## src/rtl/xbar_pkg.sv

```systemverilog
// ---------------------------------------------------------------------------
// xbar_pkg
// Shared width helpers and field layout for the round-robin crossbar.
// Output word layout, MSB to LSB: {src, slot, pld}.
// ---------------------------------------------------------------------------
package xbar_pkg;

    localparam int PLD_LSB = 0;
    localparam int PTR_RST = 0;

    function automatic int dst_w(input int n_out);
        return $clog2(n_out);
    endfunction

    function automatic int src_w(input int n_in);
        return $clog2(n_in);
    endfunction

    function automatic int out_w(input int n_in, input int pld_w, input int slot_w);
        return pld_w + slot_w + $clog2(n_in);
    endfunction

    function automatic int slot_lsb(input int pld_w);
        return pld_w;
    endfunction

    function automatic int src_lsb(input int pld_w, input int slot_w);
        return pld_w + slot_w;
    endfunction

endpackage

```

## src/rtl/xbar_rr_fabric_rr_arbiter.sv

```systemverilog
// ---------------------------------------------------------------------------
// rr_arbiter
// Combinational round-robin arbiter. Scans req upward from ptr with
// wrap-around and grants the first requester. The pointer register is
// owned by the caller.
// Ports:
//   req  in  N   request vector
//   en   in  1   grant allowed this cycle
//   ptr  in  IW  index with highest priority
//   gnt  out N   one-hot grant (all zero when en is low or no request)
//   idx  out IW  binary index of the winner (0 when no grant)
// N must be a power of two so that ptr + k wraps naturally.
// ---------------------------------------------------------------------------
module rr_arbiter #(
    parameter  int N  = 4,
    localparam int IW = $clog2(N)
) (
    input  logic [N-1:0]  req,
    input  logic          en,
    input  logic [IW-1:0] ptr,
    output logic [N-1:0]  gnt,
    output logic [IW-1:0] idx
);

    logic          found;
    logic [IW-1:0] pos;

    always_comb begin
        gnt   = '0;
        idx   = '0;
        found = 1'b0;
        pos   = '0;
        for (int k = 0; k < N; k++) begin
            pos = ptr + IW'(k);
            if (en && !found && req[pos]) begin
                found    = 1'b1;
                gnt[pos] = 1'b1;
                idx      = pos;
            end
        end
    end

endmodule

```

## src/rtl/xbar_rr_fabric.sv

```systemverilog
// ---------------------------------------------------------------------------
// xbar_rr_fabric
// N_IN x N_OUT crossbar with a round-robin arbiter and a one-entry output
// register per output. Losers are back-pressured through in_rdy. Each
// accepted word is stamped with its source index and the current slot.
// Ports:
//   clk       in   clock, rising edge
//   rst       in   asynchronous reset, active low
//   clr       in   synchronous flush of output registers and pointers
//   slot      in   slot number captured into accepted words
//   in_pld    in   payload per input, input i at [i*PLD_W +: PLD_W]
//   in_dst    in   destination output per input
//   in_vld    in   input valid
//   in_rdy    out  input accepted this cycle
//   out_data  out  output words {src, slot, pld}
//   out_vld   out  output register holds an unconsumed word
//   out_rdy   in   consumer takes the output word this cycle
//   cont_cnt  out  per-output 16-bit saturating contention counter
//                  (only with XBAR_RR_CONTENTION_CNT_EN defined)
// ---------------------------------------------------------------------------
module xbar_rr_fabric
    import xbar_pkg::*;
#(
    parameter  int N_IN     = 4,
    parameter  int N_OUT    = 4,
    parameter  int PLD_W    = 8,
    parameter  int SLOT_W   = 2,
    localparam int DST_W    = dst_w(N_OUT),
    localparam int SRC_W    = src_w(N_IN),
    localparam int OUT_W    = out_w(N_IN, PLD_W, SLOT_W),
    localparam int SLOT_LSB = slot_lsb(PLD_W),
    localparam int SRC_LSB  = src_lsb(PLD_W, SLOT_W)
) (
    input  logic                   clk,
    input  logic                   rst,
    input  logic                   clr,
    input  logic [SLOT_W-1:0]      slot,
    input  logic [N_IN*PLD_W-1:0]  in_pld,
    input  logic [N_IN*DST_W-1:0]  in_dst,
    input  logic [N_IN-1:0]        in_vld,
    output logic [N_IN-1:0]        in_rdy,
    output logic [N_OUT*OUT_W-1:0] out_data,
    output logic [N_OUT-1:0]       out_vld,
    input  logic [N_OUT-1:0]       out_rdy
`ifdef XBAR_RR_CONTENTION_CNT_EN
    ,
    output logic [N_OUT*16-1:0]    cont_cnt
`endif
);

    logic [N_OUT-1:0][N_IN-1:0]  req;
    logic [N_OUT-1:0][N_IN-1:0]  gnt;
    logic [N_OUT-1:0][SRC_W-1:0] win;
    logic [N_OUT-1:0][SRC_W-1:0] ptr;
    logic [N_OUT-1:0][OUT_W-1:0] word;
    logic [N_OUT-1:0][OUT_W-1:0] data_q;
    logic [N_OUT-1:0]            vld_q;
    logic [N_OUT-1:0]            load_ok;

    always_comb begin
        req = '0;
        for (int j = 0; j < N_OUT; j++) begin
            for (int i = 0; i < N_IN; i++) begin
                req[j][i] = in_vld[i] && (in_dst[i*DST_W +: DST_W] == DST_W'(j));
            end
        end
    end

    // An output may load when empty or when its word leaves this same cycle.
    // Reset and clr block all grants so nothing is accepted and then dropped.
    always_comb begin
        load_ok = '0;
        for (int j = 0; j < N_OUT; j++) begin
            load_ok[j] = (!vld_q[j] || out_rdy[j]) && !clr && rst;
        end
    end

    for (genvar j = 0; j < N_OUT; j++) begin : g_arb
        rr_arbiter #(.N(N_IN)) u_arb (
            .req (req[j]),
            .en  (load_ok[j]),
            .ptr (ptr[j]),
            .gnt (gnt[j]),
            .idx (win[j])
        );
    end

    // Each input requests one output only, so OR-ing grant columns is safe.
    always_comb begin
        in_rdy = '0;
        for (int j = 0; j < N_OUT; j++) begin
            in_rdy = in_rdy | gnt[j];
        end
    end

    always_comb begin
        word = '0;
        for (int j = 0; j < N_OUT; j++) begin
            word[j][PLD_LSB +: PLD_W]   = in_pld[win[j]*PLD_W +: PLD_W];
            word[j][SLOT_LSB +: SLOT_W] = slot;
            word[j][SRC_LSB +: SRC_W]   = win[j];
        end
    end

    always_ff @(posedge clk or negedge rst) begin
        if (!rst) begin
            vld_q  <= '0;
            data_q <= '0;
            for (int j = 0; j < N_OUT; j++) begin
                ptr[j] <= SRC_W'(PTR_RST);
            end
        end else begin
            for (int j = 0; j < N_OUT; j++) begin
                if (clr) begin
                    vld_q[j]  <= 1'b0;
                    data_q[j] <= '0;
                    ptr[j]    <= SRC_W'(PTR_RST);
                end else if (|gnt[j]) begin
                    vld_q[j]  <= 1'b1;
                    data_q[j] <= word[j];
                    ptr[j]    <= win[j] + 1'b1;
                end else if (out_rdy[j]) begin
                    // data is left in place; only valid drops
                    vld_q[j]  <= 1'b0;
                end
            end
        end
    end

    assign out_data = data_q;
    assign out_vld  = vld_q;

`ifdef XBAR_RR_CONTENTION_CNT_EN
    logic [N_OUT-1:0][15:0] cnt_q;

    always_ff @(posedge clk or negedge rst) begin
        if (!rst) begin
            cnt_q <= '0;
        end else begin
            for (int j = 0; j < N_OUT; j++) begin
                if (clr) begin
                    cnt_q[j] <= '0;
                end else if ((|(req[j] & ~gnt[j])) && (cnt_q[j] != 16'hFFFF)) begin
                    cnt_q[j] <= cnt_q[j] + 16'd1;
                end
            end
        end
    end

    assign cont_cnt = cnt_q;
`endif

endmodule

```

## config.mk

```make
export PLATFORM = sky130hd
export DESIGN_NAME = xbar_rr_fabric
export DESIGN_NICKNAME = d
export VERILOG_FILES = /design/src/rtl/xbar_pkg.sv /design/src/rtl/xbar_rr_fabric_rr_arbiter.sv /design/src/rtl/xbar_rr_fabric.sv
export SDC_FILE = /design/constraint.sdc
export NUM_CORES = 1
export LEC_CHECK = 0
export BUFFER_PORTS_ARGS = -buffer_cell sky130_fd_sc_hd__buf_2
export CAP_MARGIN = 15
export CORE_ASPECT_RATIO = 1.25
export CORE_MARGIN = 3
export CORE_UTILIZATION = 57
export CTS_BUF_LIST = sky130_fd_sc_hd__clkbuf_16
export DETAILED_ROUTE_END_ITERATION = 6
export PLACE_DENSITY = 0.81
export REMOVE_ABC_BUFFERS = 1
export SKIP_CTS_REPAIR_TIMING = 1
export SYNTH_ARGS = -nofsm -noshare
export SYNTH_HDL_FRONTEND = slang
export SYNTH_SLANG_ARGS = --single-unit
export TNS_END_PERCENT = 20
```

## constraint.sdc

```tcl
create_clock -name clk -period 4.65 [get_ports clk]
set_input_delay 0.6975 -clock clk [delete_from_list [all_inputs] [get_ports clk]]
set_output_delay 0.6975 -clock clk [all_outputs]
set_load 0.03 [all_outputs]
```

==> flow_summary.yaml <==
clocking:
  cts_root_buffer: "clkbuf_16"
  clockBufferDepth: 2
  clkLatencyLatePin_ps: 330
  clock_sinks: 60
  numCtsBuffers: 9
  cts_tree: "built"
  clk_pin_slew_ps: 50
  htree_levels: 3
place:
  hpwl_mm: 13.0
  io_buffer_count: 108
  place_inst: 843
  place.gp.congestion: 0.964
grt:
  grt_use_met3_pct: 6.59
  grt_pass1_wl_mm: 28.7
  grt_pass1_vias: 5534
  busiest_layer: "met2"
  grt_overflow: 0
  met2_usage_pct: 53.9
  grt_max_degree: 61
  antenna_found_initial: 0
  grt.total_usage_pct: 32.4
  met1_usage_pct: 40.1
yosys:
  syn-cell-area_sq_um: 5680
  seq_area_frac_synth_pct: 26.4
  synth_common_cells: "mux2i_1, dfrtp_1, nand2_1, a211oi_1, nand3_1"
  synth.distinct_cells: 71
  yosysMostFrequentCell: "mux2i_1"
  synth.avg_cell_area_sq_um: 9.02
  synthTopCellsByArea: "dfrtp_1, mux2i_1, ha_1"
  async_reset_ff_share_pct: 100
  synth_seq_cells: 60
  yosysWarningCount: 0
  synth_flop_cell: "dfrtp_1"
  synth_enable_flop_cells: 0
  synth_top_cell_area_share_pct: 26.4
  synth_largest_area_cell: "dfrtp_1"
  netlist_instances: 630
worst_setup_path:
  critPathKind: "flip-flop to output port"
  crit_path_start: "ptr[1]"
  rr_worst_depth: 10
  crit_fanout: 16
  arrival_ps: 3690
  reg2reg_from: "ptr[2]"
  cp-start-kind: "flip-flop"
  crit_path_end_kind: "output port"
  reg2reg_to: "out_data[12]"
  rrSetupSlack_ps: 760
  critPathRequiredTime_ps: 3950
  crit_end: "in_rdy[2]"
drt:
  wirelength_mm: 18.3
  drcViolationCount: 1
  wl_per_cell_um: 21.3
  dr.pass1.iters: 7
  vias: 5819
  avgViaCountPerCell: 6.79
  drt_iter0_markers: 512
  antenna_left: 0
flow_run:
  drv_cap: 0
die:
  dieArea_sq_um: 11200
  num_io_pins: 109
  initial_utilization_pct: 58.8
  num_rows: 40
  die_y_um: 118
  dieWidth_um: 95.3
  core-area_sq_um: 9660
power:
  power.leakage_nw: 3.16
  ir_worst_vdd_mv: 0.334
  p_per_area_nw_per_um2: 516
timing:
  worstMarginPinSlew_ps: 1040
  clock.fmax_mhz: 228
  whs_ps: 508
  fin_skew_ps: 6.76
  relSlewSlack_pct: 30.3
  maxSlewViolCount: 0
  rsz0062_at_grt: "false"
  hold_viol_final: 0
  period_needed_ps: 4390
  post-route-period-util_pct: 94.4
  setup_viol: 0
run_status:
  violations: "design-rule violations"
  status: "finished with violations"
cells_and_area:
  finalNonFillerCells: 857
  n_fill_cell: 774
  finalNetCount: 805
  layout-drive-gt1-share_pct: 24.8
  syn2layout_area_growth_pct: 16.4
  antennaDiodeCount: 0
hold_path:
  holdPathStages: 2
  min_path_type: "flip-flop to flip-flop"
## per-layer routing
metal | part of all wire, % | vias up | wire length [um]
li1 | - | 2631 | -
met1 | 38 | 2794 | 6960
met2 | 50 | 337 | 9090
met3 | 8.8 | 57 | 1600
met4 | 3.4 | 0 | 613
met5 | 0 | - | 0
## cell usage in the layout (no fill, tap or decap), types with 4 or more instances in the layout
cell type,n
clkbuf_16,9
or3_1,4
nand3_1,34
a221o_1,10
mux4_2,5
or4_1,4
mux2_2,21
nor2b_1,13
nor3b_1,4
o211ai_1,7
a31oi_1,4
and3_1,23
buf_2,108
and2_1,4
a21oi_1,19
nor4_1,4
o31ai_1,17
and3b_1,8
dfrtp_1,59
o21ai_1,5
o21a_1,4
nand2b_1,5
nand2_1,53
ha_1,23
mux2i_1,62
nor3_1,15
o221ai_1,6
inv_1,16
nand3b_1,14
nor2_1,14
nand4_1,4
a21boi_0,16
clkinv_1,4
a22oi_1,7
buf_4,17
o21ai_0,18
a211oi_1,36
## through the flow
step / setup TNS, ps / total power [W] / util (%) / area (sq um) / setup slack, ps
6_report: 0 / 0.00342 / 68.5 / 6620 / 259
3_3_place_gp: 0 / 0.00269 / 65.6 / 6340 / 656
5_1_grt: 0 / 0.00360 / 68.5 / 6620 / 54.8
2_1_floorplan: -341 / 0.00215 / - / 5480 / -148
3_5_place_dp: 0 / 0.00274 / 65.6 / 6340 / 467
4_1_cts: 0 / 0.00339 / 68.4 / 6610 / 111
## final cells by class
| class | count | area [sq um] | share of cell area [%] |
|---|---|---|---|
| tap | 126 | 158 | 2.38 |
| multi-input combinational | 514 | 3950 | 59.7 |
| timing repair buffer | 125 | 668 | 10.1 |
| clock inverter | 5 | 46.3 | 0.700 |
| sequential | 60 | 1500 | 22.7 |
| clock buffer | 9 | 225 | 3.40 |
| inverter | 18 | 67.6 | 1.02 |
## flip-flops by register name, indices dropped and copies added, names as in the netlist
register / flops
out_data: 48
ptr: 8
out_vld: 4
## cells by family after synthesis
family / count (synthesis) / synth area share, %
XOR/XNOR: 4 / 0.617
buffers and inverters: 56 / 4.73
adder cells (fa/ha/maj): 24 / 5.28
multiplexers: 93 / 18.6
AND/OR/NAND/NOR: 220 / 22.1
AO/OA/AOI/OAI: 173 / 22.3
flip-flops: 60 / 26.4
## critical path, stage by stage, from the launching register on
cell	delay, ps
dfrtp_1	580
inv_1	250
ha_2	570
or4bb_1	550
o211ai_1	140
o21a_1	190
or2_2	160
o221ai_1	190
or4_1	540
buf_2	190
## power breakdown
| part | internal, W | leakage [nW] | total, W | switching [W] |
|---|---|---|---|---|
| sequential | 0.000707 | 0.813 | 0.000890 | 0.000183 |
| combinational | 0.000673 | 2.21 | 0.00189 | 0.00122 |
| clock | 0.000401 | 0.137 | 0.000633 | 0.000232 |
| total | 0.00178 | 3.16 | 0.00342 | 0.00164 |
## worst min path at each step
| stage | start | to | slack [ps] |
|---|---|---|---|
| 2_1_floorplan | rst | out_data[0] | 400 |
| 6_report | out_data[12] | out_data[12] | 510 |
| 3_5_place_dp | out_data[22] | out_data[22] | 500 |
| 4_1_cts | out_data[22] | out_data[22] | 510 |
| 5_1_grt | out_data[20] | out_data[20] | 530 |
| 3_3_place_gp | out_data[29] | out_data[29] | 490 |
Power figures use the tool's default switching activity.
